## src/rtl/shift_add_multiplier.sv

```systemverilog
// rtl/shift_add_multiplier.sv - sequential unsigned n x n shift-and-add multiplier
// Retires one multiplier bit per clock through a combinational adder; Done pulses with the new Product.

module adder #(
  parameter int n = 4
) (
  input  logic [n-1:0] A,
  input  logic [n-1:0] M,
  output logic [n-1:0] Sum,
  output logic         C
);

  assign {C, Sum} = {1'b0, A} + {1'b0, M};

endmodule

module shift_add_multiplier #(
  parameter int n = 4
) (
  input  logic           Clock,
  input  logic           nReset,
  input  logic           Start,
  input  logic [n-1:0]   Multiplicand,
  input  logic [n-1:0]   Multiplier,
  output logic [2*n-1:0] Product,
  output logic           Ready,
  output logic           Done
);

  localparam int CW = $clog2(n) + 1;

  typedef enum logic [1:0] {IDLE, RUN, DONE} state_t;

  state_t          state;
  state_t          state_nx;
  logic [n-1:0]    Mreg;
  logic [n-1:0]    Acc;
  logic [n-1:0]    Qreg;
  logic            Cy;
  logic [CW-1:0]   Count;
  logic [n-1:0]    Sum;
  logic            C;
  logic            last_iter;
  logic            carry_in;
  logic [n-1:0]    acc_in;
  logic [2*n:0]    shifted;

  adder #(.n(n)) u_adder (
    .A   (Acc),
    .M   (Mreg),
    .Sum (Sum),
    .C   (C)
  );

  // Cy is always zero between iterations, so it stands in for the 1'b0 fill
  always_comb begin
    carry_in = Cy;
    acc_in   = Acc;
    if (Qreg[0]) begin
      carry_in = C;
      acc_in   = Sum;
    end
    shifted = {carry_in, acc_in, Qreg} >> 1;
  end

  assign last_iter = (Count == CW'(n - 1));

  always_ff @(posedge Clock or negedge nReset) begin
    if (!nReset) begin
      state <= IDLE;
    end else begin
      state <= state_nx;
    end
  end

  always_comb begin
    state_nx = state;
    case (state)
      IDLE:    if (Start) state_nx = RUN;
      RUN:     if (last_iter) state_nx = DONE;
      DONE:    state_nx = IDLE;
      default: state_nx = IDLE;
    endcase
  end

  always_ff @(posedge Clock or negedge nReset) begin
    if (!nReset) begin
      Mreg    <= '0;
      Acc     <= '0;
      Qreg    <= '0;
      Cy      <= 1'b0;
      Count   <= '0;
      Product <= '0;
    end else begin
      case (state)
        IDLE: begin
          if (Start) begin
            Mreg  <= Multiplicand;
            Qreg  <= Multiplier;
            Acc   <= '0;
            Cy    <= 1'b0;
            Count <= '0;
          end
        end
        RUN: begin
          Cy    <= shifted[2*n];
          Acc   <= shifted[2*n-1:n];
          Qreg  <= shifted[n-1:0];
          Count <= Count + CW'(1);
          if (last_iter) begin
            Product <= shifted[2*n-1:0];
          end
        end
        default: begin
        end
      endcase
    end
  end

  assign Ready = (state == IDLE);
  assign Done  = (state == DONE);

endmodule

```

## config.mk

```make
export PLATFORM = sky130hd
export DESIGN_NAME = shift_add_multiplier
export DESIGN_NICKNAME = d
export VERILOG_FILES = /design/src/rtl/shift_add_multiplier.sv
export SDC_FILE = /design/constraint.sdc
export NUM_CORES = 1
export LEC_CHECK = 0
export ABC_AREA = 1
export BUFFER_PORTS_ARGS = -buffer_cell sky130_fd_sc_hd__buf_2
export CORE_ASPECT_RATIO = 0.75
export CORE_MARGIN = 8
export CORE_UTILIZATION = 25
export CTS_BUF_LIST = sky130_fd_sc_hd__clkbuf_2 sky130_fd_sc_hd__clkbuf_4 sky130_fd_sc_hd__clkbuf_8
export DETAILED_ROUTE_END_ITERATION = 7
export GPL_TIMING_DRIVEN = 0
export PLACE_DENSITY_LB_ADDON = 0.25
export REMOVE_ABC_BUFFERS = 1
export SETUP_SLACK_MARGIN = 0.1
export SLEW_MARGIN = 10
export SYNTH_ARGS = -nofsm -noshare
export SYNTH_HDL_FRONTEND = slang
export SYNTH_SLANG_ARGS = --single-unit
```

## constraint.sdc

```tcl
create_clock -name Clock -period 2.3 [get_ports Clock]
set_clock_uncertainty 0.15 [all_clocks]
set_input_delay 0 -clock Clock [delete_from_list [all_inputs] [get_ports Clock]]
set_output_delay 0 -clock Clock [all_outputs]
set_load 0.05 [all_outputs]
```

### Word-level counts from Yosys, hierarchy flattened

Index checks and enable logic that the tools add are counted.

| storage, ports and cells | value |
|---|---|
| flip-flop bits (word level) | 26 |
| input bits | 11 |
| output and inout bits | 10 |
| logic and storage cells | 33 |

| operators by class | value |
|---|---|
| add/sub/neg operators | 2 |
| eq/ne operators | 5 |
| multiplexer cells | 13 |
| reduce and logical (&&, ||, !) cells | 6 |

Operators with widths:

| kind | count |
|---|---|
| 4-bit one-hot mux with 2 select lines | 2 |
| 4-bit 2-to-1 mux | 3 |
| 2-bit AND reduction | 4 |
| 3-bit one-hot mux with 2 select lines | 1 |
| 4-bit by 4-bit adder with 5-bit output | 1 |
| 2-bit 2-to-1 mux | 2 |
| 2-bit != test (second input constant) | 2 |
| 2-bit one-hot mux with 2 select lines | 1 |
| 3-bit by 1-bit adder with 3-bit output (second input constant) | 1 |
| 3-bit by 2-bit equality test with 1-bit output (second input constant) | 1 |
| 3-bit 2-to-1 mux | 1 |
| 2-bit by 1-bit equality test with 1-bit output (second input constant) | 1 |
| 2-bit equality test (second input constant) | 1 |
| 2-bit logical NOT | 1 |
| 1-bit 2-to-1 mux | 2 |
| 1-bit one-hot mux with 2 select lines | 1 |
| 2-bit nonzero test | 1 |

### Longest topological paths before layout

| depth | value |
|---|---|
| depth in word-level cells | 3 |
| depth in mapped cells | 7 |
| mapped depth without buffers | 7 |

### By module

From an unflattened synthesis, not the netlist that was laid out.

| second synthesis, totals | value |
|---|---|
| cells, all modules | 157 |
| area, all modules | 1282.5 um^2 |

By module, submodules not included:

| module | times used | cells an instance | area each (um^2) | sequential area each (um^2) |
|---|---|---|---|---|
| shift_add_multiplier | 1 | 132 | 1124.8 | 625.6 |
| adder | 1 | 25 | 157.7 | 0.0 |

### Worst setup path before layout

No wires, ideal clock.

| path | value |
|---|---|
| path type | reg-to-reg |
| start | reg Mreg[0] |
| end | reg Product[5] |
| setup time | 0.083 ns |
| arrival | 1.415 ns |
| required time | 2.067 ns |
| path slack | 0.653 ns |
| cell stages (with the launch flop) | 8 |
| buffers on the path | 0 |
| clock period less this slack | 1.647 ns |
| cells stage by stage | dfrtp_1 -> ha_1 -> fa_1 -> nand2_1 -> inv_1 -> o21ai_0 -> o21ai_0 -> o21ai_0 |

| on the way | value |
|---|---|
| word-level cells in the longest chain between the ends | 2 |

RTL lines:

| what | line | text |
|---|---|---|
| start, declared | 36 | `logic [n-1:0] Mreg;` |
| start signal, assigned | 98 | `Mreg <= Multiplicand;` |
| 4-bit by 4-bit adder with 5-bit output | 13 | `assign {C, Sum} = {1'b0, A} + {1'b0, M};` |
| 4-bit 2-to-1 mux | 59 | `if (Qreg[0]) begin` |
| end signal, assigned | 111 | `Product <= shifted[2*n-1:0];` |
| end, declared | 25 | `output logic [2*n-1:0] Product,` |

No other way between the ends.
A chain may end at the register's enable or synchronous reset.

### Final worst setup path

Ends and elaborated chain as after synthesis.

==> results.yml <==
critical_path:
  category_of_cells_accounting_for_the_largest_share_of_critical_path_delay: "adder cells"
  cpPeakStageDelay_ns: 0.39
  cpMostUsedCell: "sky130_fd_sc_hd__o21ai_0"
  setup.worst_path.start_class: "flop"
  setup.worst_path.end_class: "flop"
  worst-path-buf-inv: 1
  worst_ep_required_time_ns: 2.34
  crit_arrival_ns: 1.85
  timing.critical_path.cells: "ha_1, fa_1, nand2_1, inv_1, o21ai_0, o21ai_0, o21ai_0"
  critPathSlowestCell: "sky130_fd_sc_hd__dfrtp_1"
  criticalPathCategory: "reg2reg"
  critical_path.max_fanout: 3
pwr:
  comb_power_share: 0.539
  power.density_mw_per_mm2: 1476
  switching_share: 0.4733
  switching_power_w: 0.001067
  share_seq_of_total_power: 0.342
  fin_total_pwr_w: 0.002255
  irDropWorstVdd_uv: 805.9
  clock_power_share: 0.119
  p_leak_nw: 0.7642
  intPower_w: 0.001188
sta:
  post_layout_min_period_ns: 1.807
  worst_slew_margin_rel: 0.6203
  report.final.hold_viol_count: 0
  share_of_the_cycle_needed_by_the_critical_path_after_routing: 0.7858
  worst_pin_slew_ns: 0.5695
  setup_tns_final_ns: 0
  grt_setup_unrepaired: "no"
  holdWs_ns: 0.1013
  fmax_ghz: 0.5533
  setup_viol: 0
  report.final.slew_viol_count: 0
synthesis:
  yosys.area.top_type_share: 0.5123
  yosys-top-cells-area: "sky130_fd_sc_hd__dfrtp_1 51%, sky130_fd_sc_hd__nand2_1 8.3%, sky130_fd_sc_hd__ha_1 6.1%, sky130_fd_sc_hd__o21ai_0 6.1%, sky130_fd_sc_hd__inv_1 4.0%"
  synth.yosys.warnings: 0
  netlist_instances: 125
  syn-cell-area_sq_mm: 0.001221
  syn-mean-instance-area_sq_um: 9.769
  seq_area_frac_synth: 0.5123
  netlist.top_cell.by_area: "sky130_fd_sc_hd__dfrtp_1"
  synth_cell_types: 24
  ys_seq_elements: 25
clock_tree:
  tritoncts_clock_tree: "yes"
  h-tree-depth: 1
  post_cts_resized: 0
  clkSlewWorstSetupHoldPaths_ns: 0.08
  cts-root-to-sink-buffers: 2
  cts_buffers: 3
  clkSinkCount: 25
  worstSkewPairLatency_ns: 0.27
  clock-root-buffer: "sky130_fd_sc_hd__clkbuf_8"
grt:
  first_global_vias: 981
  antenna_found_initial: 0
  global_route_wire_length_before_repair_microns: 4560
  grt_start_max_net_pins: 26
  grt_util_all_layers: 0.07374
  grt_overflow: 0
route:
  drt-pass1-iter-count: 3
  routed_wire_length_per_instance_microns: 11.45
  post_drt_via_cell_ratio: 4.161
  first_iter_violations: 49
  drt_wl_total_microns: 2485
  total_drc_errors_in_the_routed_layout: 0
  via_count: 903
  ant_nets: 0
floorplanning:
  design.portCount: 21
  coreArea_sq_mm: 0.004790
  initial_core_util: 0.2550
  die_height_microns: 76.53
  die-area_sq_mm: 0.007400
  chip_width_microns: 96.70
  floorplan.rows: 22
place:
  place_hpwl_microns: 1838
  routabilityCongestion: 0.6983
  port_buffers: 20
cells_and_area:
  fillCellCount: 515
  drive_gt1_frac: 0.2484
  num_antenna_cells: 0
  synthToLayoutAreaGrowth_pct: 25.10
  fin_nets: 176
status:
  outcome: "finished clean"
run:
  max_cap_violations: 0
worst_hold_path:
  hold_path_class: "in2async"
-- area by class of cell --
class	instances	area, sq um	share of cell area
clock buffer	4	48.80	0.03194
inverter	15	58.81	0.03849
multi-input combinational	82	509.2	0.3333
sequential	25	625.6	0.4095
tap	60	75.07	0.04914
timing repair buffer	31	210.2	0.1376
-- stage by stage --
stage                     cell area, sq um    util  worst slack [ns]  std cells
after floorplan                       1194       -            0.6503        122
after global placement                1369  0.2858            0.5060        202
after detailed placement              1369  0.2858            0.4955        202
after CTS                             1528  0.3190            0.4734        217
after global routing                  1528  0.3190            0.3235        217
final                                 1528  0.3190            0.4926        217
-- sequential cells by signal (all words and copies together), names as in the netlist --
register	cells
Product	8
Acc	4
Mreg	4
Qreg	4
Count	3
state	2
-- routing by layer --
layer	track usage	share of wire	vias to the layer above
li1	-	-	476
met1	0.09139	0.53	405
met2	0.1100	0.40	17
met3	0.02899	0.055	5
met4	0.03216	0.019	0
met5	0	0	-
-- cells in the final DEF, fill, tap and decap left out --
cell and count:
sky130_fd_sc_hd__nand2_8 1, sky130_fd_sc_hd__a21oi_1 3, sky130_fd_sc_hd__o21ai_2 3, sky130_fd_sc_hd__nor2_1 4, sky130_fd_sc_hd__o21ai_1 1, sky130_fd_sc_hd__inv_1 13, sky130_fd_sc_hd__dfrtp_1 25, sky130_fd_sc_hd__dlygate4sd3_1 11
sky130_fd_sc_hd__nand2_4 1, sky130_fd_sc_hd__fa_1 1, sky130_fd_sc_hd__nand3_1 7, sky130_fd_sc_hd__clkbuf_8 3, sky130_fd_sc_hd__clkbuf_4 1, sky130_fd_sc_hd__o22ai_1 3, sky130_fd_sc_hd__inv_2 1, sky130_fd_sc_hd__ha_1 6
sky130_fd_sc_hd__nor2_4 1, sky130_fd_sc_hd__mux2_2 4, sky130_fd_sc_hd__nand2_2 2, sky130_fd_sc_hd__o21ai_0 15, sky130_fd_sc_hd__o211ai_1 1, sky130_fd_sc_hd__buf_2 20, sky130_fd_sc_hd__nand2_1 27, sky130_fd_sc_hd__inv_4 1
sky130_fd_sc_hd__a22o_1 1, sky130_fd_sc_hd__or2_2 1
-- path summary, 6_finish.rpt --
kind / from / endpoint / slack [ns] / cells past startpoint
worst min-delay path: nReset / Mreg[3] / 0.10 / 2
worst max-delay path: Mreg[0] / Product[5] / 0.49 / 7
min in group Clock: Count[0] / Count[0] / 0.33 / 1
max in group asynchronous: nReset / Qreg[2] / 1.52 / 2
worst max register to register: Mreg[0] / Product[5] / 0.49 / 7
worst min register to register: Count[0] / Count[0] / 0.33 / 1
-- kinds of logic (layout without fill, tap and decap cells) --
kind of cell               count (synthesis)  after routing  synth area share
AOI/OAI and AO/OA                         27             27            0.1281
adders and majority gates                  7              7           0.07787
buffers and inverters                     18             50           0.07069
DFF                                       25             25            0.5123
muxes                                      4              4           0.03688
and+or+nand+nor                           44             44            0.1742
-- power groups by stage --
stage / Combinational [W] / Clock, W / Sequential [W]
finish: 0.00122 / 0.000269 / 0.000770
global route: 0.00140 / 0.000296 / 0.000804
CTS: 0.00124 / 0.000284 / 0.000776
detailed placement: 0.00122 / 0 / 0.000784
global placement: 0.00120 / 0 / 0.000779
floorplan: 0.000765 / 0 / 0.000958
-- worst reg2reg max path, cell delays in order, from the launching register on --
cell and delay, ns:
sky130_fd_sc_hd__dfrtp_1 0.39, sky130_fd_sc_hd__ha_1 0.24, sky130_fd_sc_hd__fa_1 0.39, sky130_fd_sc_hd__nand2_1 0.10, sky130_fd_sc_hd__inv_1 0.04, sky130_fd_sc_hd__o21ai_0 0.12, sky130_fd_sc_hd__o21ai_0 0.15, sky130_fd_sc_hd__o21ai_0 0.16
-- Yosys cell counts --
library cell	instances
sky130_fd_sc_hd__inv_4	1
sky130_fd_sc_hd__o22ai_1	3
sky130_fd_sc_hd__a22o_1	1
sky130_fd_sc_hd__a21oi_1	3
sky130_fd_sc_hd__fa_1	1
sky130_fd_sc_hd__nand3_1	7
sky130_fd_sc_hd__nor2_4	1
sky130_fd_sc_hd__nand2_1	27
sky130_fd_sc_hd__buf_6	2
sky130_fd_sc_hd__o21ai_2	3
sky130_fd_sc_hd__o21ai_1	1
sky130_fd_sc_hd__nand2_4	1
sky130_fd_sc_hd__buf_2	1
sky130_fd_sc_hd__nor2_1	4
sky130_fd_sc_hd__dfrtp_1	25
sky130_fd_sc_hd__o21ai_0	15
sky130_fd_sc_hd__mux2_2	4
sky130_fd_sc_hd__nand2_2	2
sky130_fd_sc_hd__nand2_8	1
sky130_fd_sc_hd__ha_1	6
sky130_fd_sc_hd__o211ai_1	1
sky130_fd_sc_hd__inv_1	13
sky130_fd_sc_hd__or2_2	1
sky130_fd_sc_hd__inv_2	1
-- timing repair --
action | in CTS | in global routing
hold buffers | 11 | 0
setup buffers | 0 | 0
hold endpoints to repair | 34 | 0
Power figures use the tool's default switching activity.
